## src/rtl/turn_ctrl.sv

```systemverilog
// Turn controller for a two-player artillery game. It takes aim keys, issues
// one frame-aligned launch, and follows the bomb until the turn passes over.
module turn_ctrl #(
    parameter int SETTLE_FRAMES = 30,
    parameter int ACK_TIMEOUT   = 4
) (
    input  logic       clk,
    input  logic       reset_n,
    input  logic       frame_clk,
    input  logic [7:0] keycode,
    input  logic       exploded,
    input  logic [9:0] p0X,
    input  logic [9:0] p0Y,
    input  logic [9:0] p1X,
    input  logic [9:0] p1Y,
    output logic       launch,
    output logic [9:0] launchX,
    output logic [9:0] launchY,
    output logic [3:0] angle,
    output logic [2:0] power,
    output logic       player,
    output logic       busy
);

    typedef enum logic [2:0] {AIM, LAUNCH, WAIT_ACK, FLIGHT, SETTLE} state_t;

    localparam logic [7:0] SETTLE_N = 8'(SETTLE_FRAMES);
    localparam logic [7:0] ACK_N    = 8'(ACK_TIMEOUT);

    localparam logic [7:0] KEY_A     = 8'h04;
    localparam logic [7:0] KEY_D     = 8'h07;
    localparam logic [7:0] KEY_W     = 8'h1A;
    localparam logic [7:0] KEY_S     = 8'h16;
    localparam logic [7:0] KEY_SPACE = 8'h2C;

    state_t          state_q, state_d;
    logic [7:0]      cnt_q, cnt_d;
    logic            player_q, player_d;
    logic [1:0][3:0] ang_q, ang_d;
    logic [1:0][2:0] pow_q, pow_d;
    logic [9:0]      lx_q, lx_d, ly_q, ly_d;
    logic [2:0]      fsync_q;
    logic [7:0]      key_q, keyp_q;
    logic            frame_tick, key_evt;
    logic [7:0]      cnt_inc;

    // fsync_q[1:0] is the synchronizer; fsync_q[2] holds the prior sample for edge detect
    assign frame_tick = fsync_q[1] & ~fsync_q[2];
    assign key_evt    = (key_q != 8'h00) && (key_q != keyp_q);
    assign cnt_inc    = cnt_q + 8'd1;

    always_ff @(posedge clk or negedge reset_n) begin
        if (!reset_n) begin
            state_q  <= AIM;
            cnt_q    <= 8'd0;
            player_q <= 1'b0;
            ang_q    <= {4'd2, 4'd6};
            pow_q    <= {3'd3, 3'd3};
            lx_q     <= 10'd0;
            ly_q     <= 10'd0;
            fsync_q  <= 3'b000;
            key_q    <= 8'h00;
            keyp_q   <= 8'h00;
        end else begin
            state_q  <= state_d;
            cnt_q    <= cnt_d;
            player_q <= player_d;
            ang_q    <= ang_d;
            pow_q    <= pow_d;
            lx_q     <= lx_d;
            ly_q     <= ly_d;
            fsync_q  <= {fsync_q[1:0], frame_clk};
            key_q    <= keycode;
            keyp_q   <= key_q;
        end
    end

    always_comb begin
        state_d  = state_q;
        cnt_d    = cnt_q;
        player_d = player_q;
        ang_d    = ang_q;
        pow_d    = pow_q;
        lx_d     = lx_q;
        ly_d     = ly_q;
        case (state_q)
            AIM: begin
                if (key_evt) begin
                    case (key_q)
                        KEY_A: if (ang_q[player_q] != 4'd0) ang_d[player_q] = ang_q[player_q] - 4'd1;
                        KEY_D: if (ang_q[player_q] < 4'd8)  ang_d[player_q] = ang_q[player_q] + 4'd1;
                        KEY_W: if (pow_q[player_q] != 3'd7) pow_d[player_q] = pow_q[player_q] + 3'd1;
                        KEY_S: if (pow_q[player_q] != 3'd0) pow_d[player_q] = pow_q[player_q] - 3'd1;
                        KEY_SPACE: begin
                            if (exploded) begin
                                lx_d    = player_q ? p1X : p0X;
                                ly_d    = player_q ? p1Y : p0Y;
                                state_d = LAUNCH;
                                cnt_d   = 8'd0;
                            end
                        end
                        default: ;
                    endcase
                end
            end
            // Hold launch across exactly one frame edge so the bomb sees it once
            LAUNCH: begin
                if (frame_tick) begin
                    state_d = WAIT_ACK;
                    cnt_d   = 8'd0;
                end
            end
            WAIT_ACK: begin
                if (!exploded) begin
                    state_d = FLIGHT;
                    cnt_d   = 8'd0;
                end else if (frame_tick) begin
                    cnt_d = cnt_inc;
                    if (cnt_inc >= ACK_N) begin
                        state_d = AIM;
                        cnt_d   = 8'd0;
                    end
                end
            end
            FLIGHT: begin
                if (exploded) begin
                    state_d = SETTLE;
                    cnt_d   = 8'd0;
                end
            end
            SETTLE: begin
                if (frame_tick) begin
                    cnt_d = cnt_inc;
                    if (cnt_inc >= SETTLE_N) begin
                        state_d  = AIM;
                        cnt_d    = 8'd0;
                        player_d = ~player_q;
                    end
                end
            end
            default: begin
                state_d = AIM;
                cnt_d   = 8'd0;
            end
        endcase
    end

    assign launch  = (state_q == LAUNCH);
    assign busy    = (state_q != AIM);
    assign player  = player_q;
    assign angle   = ang_q[player_q];
    assign power   = pow_q[player_q];
    assign launchX = lx_q;
    assign launchY = ly_q;

endmodule
```

## config.mk

```make
export PLATFORM = sky130hd
export DESIGN_NAME = turn_ctrl
export DESIGN_NICKNAME = d
export VERILOG_FILES = /design/src/rtl/turn_ctrl.sv
export SDC_FILE = /design/constraint.sdc
export NUM_CORES = 1
export LEC_CHECK = 0
export BUFFER_PORTS_ARGS = -buffer_cell sky130_fd_sc_hd__buf_4
export CAP_MARGIN = 20
export CORE_ASPECT_RATIO = 1.25
export CORE_MARGIN = 10
export CORE_UTILIZATION = 59
export CTS_BUF_LIST = sky130_fd_sc_hd__clkbuf_4
export DETAILED_ROUTE_END_ITERATION = 8
export GPL_TIMING_DRIVEN = 0
export PLACE_DENSITY_LB_ADDON = 0.25
export SLEW_MARGIN = 5
export SYNTH_ARGS = -nofsm -noshare
export SYNTH_HDL_FRONTEND = slang
export SYNTH_SLANG_ARGS = --single-unit
```

## constraint.sdc

```tcl
create_clock -name clk -period 4.2 [get_ports clk]
set_input_delay 0.21 -clock clk [delete_from_list [all_inputs] [get_ports clk]]
set_output_delay 0.21 -clock clk [all_outputs]
set_load 0.05 [all_outputs]
```

==> results of run 1 <==
through the flow:
stage,util,total power [W],hold slack [ns],setup WS [ns],area (um2)
2_1_floorplan,-,0.00117,-0.0856,0.695,3300
3_3_place_gp,0.734,0.00134,0.320,0.888,3990
3_5_place_dp,0.734,0.00135,0.321,0.862,3990
4_1_cts,0.777,0.00177,0.0639,0.848,4230
5_1_grt,0.777,0.00186,0.0739,0.659,4230
6_report,0.777,0.00176,0.0798,0.867,4230
repair_timing:
action / CTS / global route
endpoints found under the hold margin: 67 / 0
hold buffers: 10 / 0
gates resized for setup: 0 / 0
Yosys cell counts, drive strengths merged, types with 3 or more instances:
master	count
dfrtp	58
nand2	32
mux2i	28
o21ai	28
nor2	13
xor2	13
mux2	11
ha	9
buf	7
dfstp	7
inv	7
clkbuf	6
nor3	6
nor3b	6
xnor2	6
a21oi	5
nor4	5
and2	4
nand2b	4
nand3	4
nand4	4
a21o	3
a2bb2oi	3
or3	3
flip-flops by register name, indices dropped and copies added, names as in the netlist, named ones only:
register  count
launchY      10
ang_q         6
launchX      10
pow_q         4
state_q       3
cnt_q         8
player        1
fsync_q       3
keyp_q        8
key_q         8
worst max-delay path, cell delays in order, from the launching register on:
cell and delay [ns]:
sky130_fd_sc_hd__dfrtp_1 0.35, sky130_fd_sc_hd__buf_2 0.20, sky130_fd_sc_hd__buf_2 0.34, sky130_fd_sc_hd__buf_2 0.40, sky130_fd_sc_hd__mux2i_1 0.35, sky130_fd_sc_hd__inv_1 0.10
sky130_fd_sc_hd__ha_1 0.21, sky130_fd_sc_hd__ha_1 0.17, sky130_fd_sc_hd__nor3b_1 0.23, sky130_fd_sc_hd__o21ai_0 0.17, sky130_fd_sc_hd__nor3b_2 0.32, sky130_fd_sc_hd__mux2_2 0.38
layer usage:
layer / GRT usage / part of all wire
met1: 0.199 / 0.42
met2: 0.273 / 0.49
met3: 0.0697 / 0.080
met4: 0.0661 / 0.013
met5: 0 / 0
final timing paths:
kind                                           start                      to  slack, ns
worst max-delay path              player$_DFFE_PN0P_    pow_q[2]$_DFFE_PN0P_       0.87
worst min-delay path                          p0X[6]  launchX[6]$_DFFE_PN0P_       0.08
worst max register to register    player$_DFFE_PN0P_    pow_q[2]$_DFFE_PN0P_       0.87
worst min register to register  fsync_q[0]$_DFF_PN0_    fsync_q[1]$_DFF_PN0_       0.38
max in group asynchronous                    reset_n    cnt_q[2]$_DFFE_PN0P_       3.22
min in group asynchronous                    reset_n  state_q[1]$_DFFE_PN0P_       0.42
final cells by class:
class                      instances  share of cell area
multi-input combinational        208               0.367
buffer                            13              0.0213
timing repair buffer              91               0.168
clock inverter                     6              0.0142
tap                               64              0.0189
inverter                           7             0.00621
clock buffer                      10              0.0178
sequential                        65               0.387
logic make-up (layout without fill, tap and decap cells):
family,count (synthesis),in the layout,synth area share
and+or+nand+nor,90,90,0.161
DFF,65,65,0.495
AOI/OAI and AO/OA,51,51,0.102
muxes,39,39,0.122
buffers and inverters,20,127,0.0352
xor gates and xnor gates,19,19,0.0504
adders and majority gates,9,9,0.0341
where the power goes:
group          internal (W)  switching [W]
registers          0.000682      0.0000440
logic              0.000254       0.000369
clock network      0.000185       0.000228
cells in the final DEF (no fill, tap or decap), types with 2 or more instances in the layout:
master                          netlist  layout
sky130_fd_sc_hd__a21oi_1              5       5
sky130_fd_sc_hd__dfstp_2              7       7
sky130_fd_sc_hd__mux2i_1             28      28
sky130_fd_sc_hd__and3b_1              2       2
sky130_fd_sc_hd__dfrtp_1             58      58
sky130_fd_sc_hd__or3_1                2       2
sky130_fd_sc_hd__mux2_2              11      11
sky130_fd_sc_hd__clkbuf_8             3       3
sky130_fd_sc_hd__xnor2_1              6       6
sky130_fd_sc_hd__a21o_1               2       2
sky130_fd_sc_hd__clkbuf_2             2       2
sky130_fd_sc_hd__nand4_1              3       3
sky130_fd_sc_hd__clkinv_2             0       3
sky130_fd_sc_hd__inv_1                7       7
sky130_fd_sc_hd__nor4_1               5       5
sky130_fd_sc_hd__dlygate4sd3_1        0      10
sky130_fd_sc_hd__nor3b_1              4       4
sky130_fd_sc_hd__buf_2                7       7
sky130_fd_sc_hd__buf_4                0      81
sky130_fd_sc_hd__nor2_1              13      13
sky130_fd_sc_hd__nand3_1              3       3
sky130_fd_sc_hd__clkinvlp_4           0       2
sky130_fd_sc_hd__nand2_1             32      32
sky130_fd_sc_hd__clkbuf_4             0      10
sky130_fd_sc_hd__and2_1               4       4
sky130_fd_sc_hd__nor3_1               5       5
sky130_fd_sc_hd__xor2_1              13      13
sky130_fd_sc_hd__o31ai_1              2       2
sky130_fd_sc_hd__ha_1                 9       9
sky130_fd_sc_hd__o21ai_0             27      27
sky130_fd_sc_hd__a2bb2oi_1            3       3
sky130_fd_sc_hd__nand2b_1             4       4
==> impl.org, run 1 <==
** Clocking
- Clock Tree Buf Depth :: 2
- Clock Latency Late Sink :: 0.41 ns
- Sinks on the clock net :: 65
- Post-CTS Setup Repair Bufs :: 0
- Clock tree synthesis selected as its root buffer the cell sky130_fd_sc_hd__clkbuf_4.
- CTS clock-pin slew for the worst setup and hold paths :: roughly 0.12 ns
- Total clock buffers created by CTS :: 9
- H-tree level count :: 3
- Clock tree from TritonCTS :: done

** Synth
- Average size of a mapped cell :: 11.3 um2
- Warnings, synthesis :: 0
- Cell accounting for the most synthesized area :: sky130_fd_sc_hd__dfrtp_1
- When the netlist entered floorplanning its net count stood at between 300 and 400.
- Synthesis-stage register bit count :: 65
- Counting every instance in the synthesized netlist gives 293.
- The share of synthesized area in the top cell type comes to 0.439.
- Most instantiated flip-flop cell in the synthesis netlist :: sky130_fd_sc_hd__dfrtp_1
- Cell variety after synth :: 53
- Cells taking the most area after synthesis :: sky130_fd_sc_hd__dfrtp_1 (44%), sky130_fd_sc_hd__mux2i_1 (8.5%), sky130_fd_sc_hd__dfstp_2 (5.6%)
- Async set or reset register ratio after synthesis :: 1.00
- The cell area that synthesis handed to floorplanning was ~3300 um2.
- In this run, synthesis inferred 0 flip-flops with an integrated enable.
- The share of the Yosys chip area taken by registers is 0.495.

** Worst setup path
- STA classifies the critical path endpoint as a register.
- Endpoint arrival time on the critical path :: 3.63 ns
- Depth of the worst register-to-register path :: 11
- For the worst setup path, the data required time is approximately 4.5 ns.
- Max FO, Critical Path :: 10
- Element type at the critical path start :: register
- Critical path start-end classification :: register to register

** Global route
- Global route overflow :: 0
- Across every metal layer, demand over resource in global routing totals 0.172.
- The first global-routing pass estimated 12,800 um of wire.
- Initial antenna violation count :: 0
- Entering global routing, the biggest net connects between 60 and 70 pins.
- The via count of the first global-routing pass was roughly 2,800.

** Pwr
- The analysis attributes to cell leakage a power of 2.00 nW.
- In this run the power density over the cells is 417 nW/um2.
- Worst vdd rail ir drop :: ~270 uV

** Finish
- From synthesis to final layout, the design area changed by 27.9%.
- Of the cells placed in the final design, the portion with a size suffix greater than 1 is 0.353.
- Multi-input logic area :: 1550 um2
- 0 antenna diodes ended up in the layout.
- After the flow finishes, the layout carries non-filler instances totaling ~460.
- Filler cells :: 370
- Storage cell area :: 1640 um2
- The final layout contains ~460 nets.

** Placement
- Number of buffers added on ports :: 81
- After detailed placement, the design holds a cell count of ~440.
- Gp weighted congestion :: 0.782
- Final HPWL from detailed placement :: 5310 um

** Timing
- The final number of hold-violating endpoints is 0.
- Fin crit share :: 0.793
- Max Fclk :: between 0.3 and 0.4 GHz
- Max Transition Viols Final :: 0
- Setup repair after global routing left no endpoint under its margin.
- Slew of the pin with the lowest slew margin :: 0.809 ns
- Counting I/O delays and the setup requirement, the final critical path takes 3.33 ns.
- Headroom to the max-slew limit came out at 0.461.
- Final setup violating endpoints :: 0
- Final Skew :: 0.0222 ns
- For the final routed database, the setup TNS stands at 0 ns.

** Floorplanning
- For this configuration, the core starts out at a cell density of 0.607.
- Num ports :: 82
- The initialized floorplan defines 30 standard-cell rows.
- From bottom edge to top edge, the die measures 104 um.
- After floorplanning, the core was sized to cover roughly 5400 um2.
- Die area :: about 9000 um2
- Measured along the x axis, the die boundary spans 86.9 um.

** Route
- Using the TritonRoute via totals, the vias-per-cell ratio works out to 5.50.
- Routed wire length :: between 7000 and 8000 um
- Once detail routing completed, the nets flagged for antenna violations numbered 0.
- Number of DRC markers after the initial detailed-route iteration :: approximately 140
- In the routed design, unresolved DRC markers number 0.
- Vias :: 2,552
- Detailed Routing Iterations Pass 1 :: 4
- Routed length per instance :: between 15 and 20 um

** Hold path
- In this run the worst hold path is classified as input port to register.
- The worst hold path passes through 3 cells.

** Outcome
- The run finished with clean final reports.

** Job
- Max-cap violations in this run came to 0.
Note: power is estimated with default switching activity, not from simulation.
==> run 2: changes to the inputs <==
CORE_UTILIZATION = 55   (was 59)
clock period = 3.4 ns   (was 4.2 ns; I/O delays follow)
==> impl.org, run 2 (synthesis gave the netlist of run 1 again) <==
** Route
- The count of antenna-violating nets left after detailed routing is 0 (unchanged).
- Routed length per instance :: 16.3 um (+1.4%)
- The number of violations reported at the end of detailed-routing iteration 0 was 83 (-39%).
- The detail-routed via count per cell came to 5.56 (+1.2%).
- The number of iterations in the first detailed-routing pass was 4 (unchanged).
- The via total after detailed routing came to 2,587 (+1.4%).
- The wire length reported by the detailed router was 7560 um (+1.6%).
- Residual DRC :: 0 (unchanged)

** Placement
- Final HPWL from detailed placement :: 5630 um (+6.2%)
- The number of input and output port buffers inserted came to 81 (unchanged).
- The last weighted congestion value of the routability-driven placer is 0.795 (+1.7%).
- The post-detailed-placement cell area was 4000 um2 (about the same).
- Placement-stage worst setup slack :: 0.101 ns (-0.761 ns)

** Worst setup path
- Delay of the slowest cell on the worst path :: 0.37 ns (-0.03 ns)
- The arrival time of data at the critical path endpoint is 3.42 ns (-0.21 ns).
- Slowest library cell on the worst path :: sky130_fd_sc_hd__mux2_2
- The highest fanout seen on the critical path is 10 (unchanged).
- STA classifies the critical path endpoint as a register.
- STA classifies the critical path startpoint as a register.
- The critical path in this run is classified as register to register.
- The worst path required time was 3.69 ns (-0.80 ns).
- The signal on the critical path passes through buf_2 > clkbuf_4 > clkbuf_4 > mux2i_1 > inv_1 > ha_1 > ha_1 > nor3b_1 > o21ai_0 > nor3b_2 > mux2_2.

** Timing
- The post-layout minimum cycle time came to 3.13 ns (-0.204 ns).
- Fin crit share :: 0.920 (+0.127)
- Final setup violating endpoints :: 0 (unchanged)
- Smallest setup slack after layout :: 0.271 ns (-0.596 ns)
- Number of hold violations in the final report :: 0 (unchanged)
- The relative max-transition margin is 0.472 (+0.0112).
- Unrepaired setup endpoints after global routing :: false
- The worst clock skew is 0.0144 ns (-0.00781 ns).
- Max Fclk :: 0.320 GHz (+6.5%)
- The transition at the pin with the smallest max-transition slack was 0.792 ns (-0.0168 ns).
- Max Transition Viols Final :: 0 (unchanged)
- The sum of negative setup slack came to 0 ns (unchanged).

** Clocking
- CTS placed an instance of sky130_fd_sc_hd__clkbuf_4 at the clock tree root.
- H-tree level count :: 3 (unchanged)
- Total clock buffers created by CTS :: 9 (unchanged)
- Clock Tree Buf Depth :: 2 (unchanged)
- Sinks on the clock net :: 65 (unchanged)
- TritonCTS built the clock tree.
- The source-to-sink clock delay at the later pin of the worst-skew pair came to 0.40 ns (about the same).
- The number of buffers added for setup after CTS was 0 (unchanged).
- The clock slew at the register clock pins of the worst setup and hold paths was 0.10 ns (-0.02 ns).

** Global route
- The via count of the first global-routing pass was 2,802 (+1.2%).
- GR Util All Layers :: 0.173 (+0.00181)
- The total grt overflow was 0 (unchanged).
- Initial antenna violation count :: 0 (unchanged)
- The pin count of the biggest net entering global routing is 66 (unchanged).
- Global-route wire length before repair :: 13,000 um (+2.2%)

** Floorplanning
- Placeable core region :: 5820 um2 (+6.9%)
- Number of core rows :: 31 (+3.3%)
- Die area :: 9530 um2 (+5.7%)
- The x dimension of the die is 89.3 um (+2.8%).
- Vertical die dimension :: 107 um (+2.9%)
- The I/O pin count came to 82 (unchanged).
- Initial cell density of the core :: 0.568 (-0.0392)

** Pwr
- Leakage component of the power :: 1.98 nW (-0.97%)
- The total power divided by cell area was 492 nW/um2 (+18%).
- The peak supply drop was 322 uV (+21%).
- Pwr Total :: 0.00207 W (+18%)

** Finish
- Number of antenna diodes :: 0 (unchanged)
- The fraction of the core area covered by cells at the end of the flow came to 0.723 (-0.0542).
- The ratio of cells with drive above 1 in the final layout was 0.348 (-0.00413).
- Synthesis-to-layout area growth :: 27.2%
- Most frequent cells in the layout :: sky130_fd_sc_hd__buf_4 (81), sky130_fd_sc_hd__dfrtp_1 (57), sky130_fd_sc_hd__nand2_1 (32)
- Net total in the final layout :: 456 (unchanged)
- Most frequent standard cell in the layout excluding fill and tap cells :: sky130_fd_sc_hd__buf_4
- The cell area after layout was 4200 um2 (-0.56%).

** Job
- Max capacitance violation total :: 0 (unchanged)

** Outcome
- The flow ran to the end, and the final reports show no timing, DRC or antenna violations.

** Hold path
- Worst min-delay path category :: input port to register
run 2: layout make-up:
cell class              instances  area, um2
flip-flops and latches         65       1640
fillers                       409       1610
multi-input cells             208       1560
repair buffers                 91        708
plain buffers                  13       95.1
well taps                      66       82.6
clock buffers                  10       75.1
inverters                       7       26.3
clock inverters                 5       23.8
run 2: worst max-delay path: cells and delay by family, from the launching register on:
| kind | cells | cell delay, ns |
|---|---|---|
| muxes | 2 | 0.72 |
| buffers and inverters | 4 | 0.91 |
| adders and majority gates | 2 | 0.39 |
| and+or+nand+nor | 2 | 0.49 |
| AOI/OAI and AO/OA | 1 | 0.15 |
| DFF | 1 | 0.36 |
run 2: worst paths after layout:
path / start / to / slack, ns / cells past startpoint
worst min-delay path: p0Y[1] / launchY[1]$_DFFE_PN0P_ / 0.05 / 3
worst max register to register: player$_DFFE_PN0P_ / pow_q[2]$_DFFE_PN0P_ / 0.27 / 11
worst min register to register: fsync_q[0]$_DFF_PN0_ / fsync_q[1]$_DFF_PN0_ / 0.36 / 0
worst max-delay path: player$_DFFE_PN0P_ / pow_q[2]$_DFFE_PN0P_ / 0.27 / 11
max in group asynchronous: reset_n / player$_DFFE_PN0P_ / 2.40 / 2
min in group asynchronous: reset_n / launchX[6]$_DFFE_PN0P_ / 0.39 / 2
run 2: repair_timing:
item,4_1_cts,5_1_grt
hold endpoints to repair,67,0
hold buffers,10,0
gates resized for setup,0,3
endpoints found under the setup margin,0,4
run 2: layer usage:
metal	vias to the layer above	GRT usage	wire [um]
met5	-	0	0
met4	0	0.0774	127
met3	14	0.0667	650
met2	90	0.286	3700
met1	1242	0.192	3080
li1	1241	-	-
run 2: report_power, final:
group / switching, W / total (W) / internal [W] / leakage, nW
clock network: 0.000259 / 0.000405 / 0.000146 / 0.0548
registers: 0.0000567 / 0.000899 / 0.000842 / 0.830
logic: 0.000451 / 0.000766 / 0.000315 / 1.10
run 2: metrics by stage:
stage | cells | hold slack [ns]
5_1_grt | 465 | 0.0677
6_report | 465 | 0.0476
2_1_floorplan | 293 | -0.126
3_3_place_gp | 440 | 0.280
3_5_place_dp | 440 | 0.281
4_1_cts | 465 | 0.0372
==> run 3: changes to the inputs <==
BUFFER_PORTS_ARGS = -buffer_cell sky130_fd_sc_hd__buf_2   (was -buffer_cell sky130_fd_sc_hd__buf_4)
==> impl.org, run 3 (synthesis gave the netlist of run 1 again) <==
** Clocking
- The total number of H-tree levels is 3 (unchanged).
- Sinks on the clock net :: 65 (unchanged)
- Clock Latency Late Sink :: 0.40 ns (about the same)
- CTS clock-pin slew for the worst setup and hold paths :: 0.11 ns (about the same)
- Clock Tree Buf Depth :: 2 (unchanged)
- Post-CTS Setup Repair Bufs :: 0 (unchanged)
- Clock tree root driver cell :: sky130_fd_sc_hd__clkbuf_4
- TritonCTS built the clock tree.
- The CTS buffer count is 9 (unchanged).

** Global route
- Global-route wire length before repair :: 12,000 um (-7.6%)
- GR Util All Layers :: 0.158 (-0.0158)
- Initial antenna violation count :: 0 (unchanged)
- The pin count of the biggest net entering global routing is 66 (unchanged).
- Via count of the first global-routing pass :: 2,715 (-3.1%)
- Global route overflow :: 0 (unchanged)

** Timing
- The maximum clock rate came to 0.320 GHz (about the same).
- Final setup violating endpoints :: 0 (unchanged)
- The post-layout minimum cycle time is 3.13 ns (-0.00102 ns).
- The number of max-slew violations in the final report was 0 (unchanged).
- Final Skew :: 0.0169 ns (+0.00245 ns)
- The transition at the pin with the smallest max-transition slack was 0.773 ns (-0.0190 ns).
- Worst slew slack as a fraction of its limit :: 0.484 (+0.0126)
- The sum of negative setup slack came to 0 ns (unchanged).
- Fin crit share :: 0.920 (about the same)
- The final number of hold-violating endpoints is 0 (unchanged).
- Setup repair after global routing left no endpoint under its margin.

** Floorplanning
- The floorplan die area was 9530 um2 (unchanged).
- Number of core rows :: 31 (unchanged)
- The starting density of the core is 0.568 (unchanged).
- Die width :: 89.3 um (unchanged)
- The I/O pin count is 82 (unchanged).
- Placeable core region :: 5820 um2 (unchanged)
- Vertical die dimension :: 107 um (unchanged)

** Route
- Routed wire length :: 7080 um (-6.4%)
- Antenna-violating nets left :: 0 (unchanged)
- Routed length per instance :: 15.2 um (-6.6%)
- Number of DRC markers after the initial detailed-route iteration :: 90 (+8.4%)
- The via total after detailed routing is 2,500 (-3.4%).
- The DRC violations left was 0 (unchanged).
- The detail-routed via count per cell came to 5.36 (-3.6%).
- Detailed Routing Iterations Pass 1 :: 4 (unchanged)

** Hold path
- Worst min-delay path category :: input port to register
- Cell count of the worst hold path :: 3 (unchanged)
- The worst hold path terminates at launchX[9]$_DFFE_PN0P_.
- Start point of the worst min-delay path :: p0X[9]

** Placement
- Final HPWL from detailed placement :: 5340 um (-5.3%)
- The number of input and output port buffers inserted was 81 (unchanged).
- Gp weighted congestion :: 0.752 (-5.4%)

** Worst setup path
- Depth of the worst register-to-register path :: 11 (unchanged)
- Max FO, Critical Path :: 10 (unchanged)
- Flop-to-flop setup slack :: 0.27 ns (about the same)
- The worst path required time is 3.68 ns (about the same).
- The critical path in this run is classified as register to register.
- Beginning of the worst register-to-register path :: player$_DFFE_PN0P_
- Element type at the critical path start :: register
- Worst R2R End :: pow_q[2]$_DFFE_PN0P_
- Critical path endpoint category :: register
- Endpoint arrival time on the critical path :: 3.41 ns (about the same)

** Finish
- Fraction of final layout cells with drive strength greater than 1 :: 0.350 (+0.00163)
- The total inserted antenna cells came to 0 (unchanged).
- The net count reported at finish is 456 (unchanged).
- The library cell used most frequently in the layout, excluding fill and tap cells, is sky130_fd_sc_hd__buf_2.
- Relative to the synthesized area, the layout overhead comes to 21.4%.
- Most frequent cells in the layout :: sky130_fd_sc_hd__buf_2 (85), sky130_fd_sc_hd__dfrtp_1 (57), sky130_fd_sc_hd__nand2_1 (32)

** Pwr
- Worst vdd rail ir drop :: 345 uV (+7.1%)
- The total power divided by cell area is 508 nW/um2 (+3.1%).
- Leakage component of the power :: 1.95 nW (-1.9%)
- Pwr Total :: 0.00204 W (-1.6%)

** Job
- The max-cap check violation count is 0 (unchanged).

** Outcome
- Result of the run :: completed
run 3: cell type report:
class	instances	area, um2
sequential	65	1640
buffer	13	95.1
tap	66	82.6
inverter	7	26.3
timing repair buffer	91	508
multi-input combinational	208	1560
clock inverter	5	23.8
fill	455	1810
clock buffer	11	82.6
run 3: repair_timing:
item,in CTS,in global routing
gates resized for setup,0,3
endpoints found under the setup margin,0,4
hold buffers,10,0
endpoints found under the hold margin,67,0
run 3: worst max-delay path by stage:
stage,startpoint,end,slack [ns],cells past startpoint
floorplan,player$_DFFE_PN0P_,pow_q[2]$_DFFE_PN0P_,0.04,11
global placement,player$_DFFE_PN0P_,pow_q[2]$_DFFE_PN0P_,0.16,11
detailed placement,player$_DFFE_PN0P_,pow_q[2]$_DFFE_PN0P_,0.09,11
CTS,player$_DFFE_PN0P_,pow_q[2]$_DFFE_PN0P_,0.08,11
global route,player$_DFFE_PN0P_,pow_q[2]$_DFFE_PN0P_,0.02,11
finish,player$_DFFE_PN0P_,pow_q[2]$_DFFE_PN0P_,0.27,11
run 3: power by group:
part           internal [W]  switching, W
sequential         0.000842     0.0000541
combinational      0.000275      0.000451
clock              0.000159      0.000255
run 3: worst max-delay path: stages, from the launching register on:
cell,delay [ns]
sky130_fd_sc_hd__dfrtp_2,0.36
sky130_fd_sc_hd__buf_2,0.20
sky130_fd_sc_hd__clkbuf_4,0.29
sky130_fd_sc_hd__clkbuf_4,0.31
sky130_fd_sc_hd__mux2i_1,0.34
sky130_fd_sc_hd__inv_1,0.10
sky130_fd_sc_hd__ha_1,0.19
sky130_fd_sc_hd__ha_1,0.18
sky130_fd_sc_hd__nor3b_1,0.17
sky130_fd_sc_hd__o21ai_0,0.16
sky130_fd_sc_hd__nor3b_2,0.34
sky130_fd_sc_hd__mux2_2,0.37
run 3: per-layer routing:
metal / up-vias / part of all wire / GRT usage
met4: 0 / 0.016 / 0.0649
met5: - / 0 / 0
met1: 1174 / 0.43 / 0.184
met2: 78 / 0.48 / 0.255
met3: 10 / 0.073 / 0.0561
li1: 1238 / - / -
run 3: metrics by stage:
| stage | setup slack (ns) | std cells | hold slack [ns] | utilization | cell area [um2] |
|---|---|---|---|---|---|
| floorplan | 0.0355 | 293 | -0.126 | - | 3310 |
| finish | 0.272 | 466 | 0.0533 | 0.689 | 4010 |
| CTS | 0.0805 | 466 | 0.0271 | 0.688 | 4000 |
| global route | 0.0190 | 466 | 0.0416 | 0.689 | 4010 |
| global placement | 0.163 | 440 | 0.279 | 0.652 | 3790 |
| detailed placement | 0.0932 | 440 | 0.279 | 0.652 | 3800 |
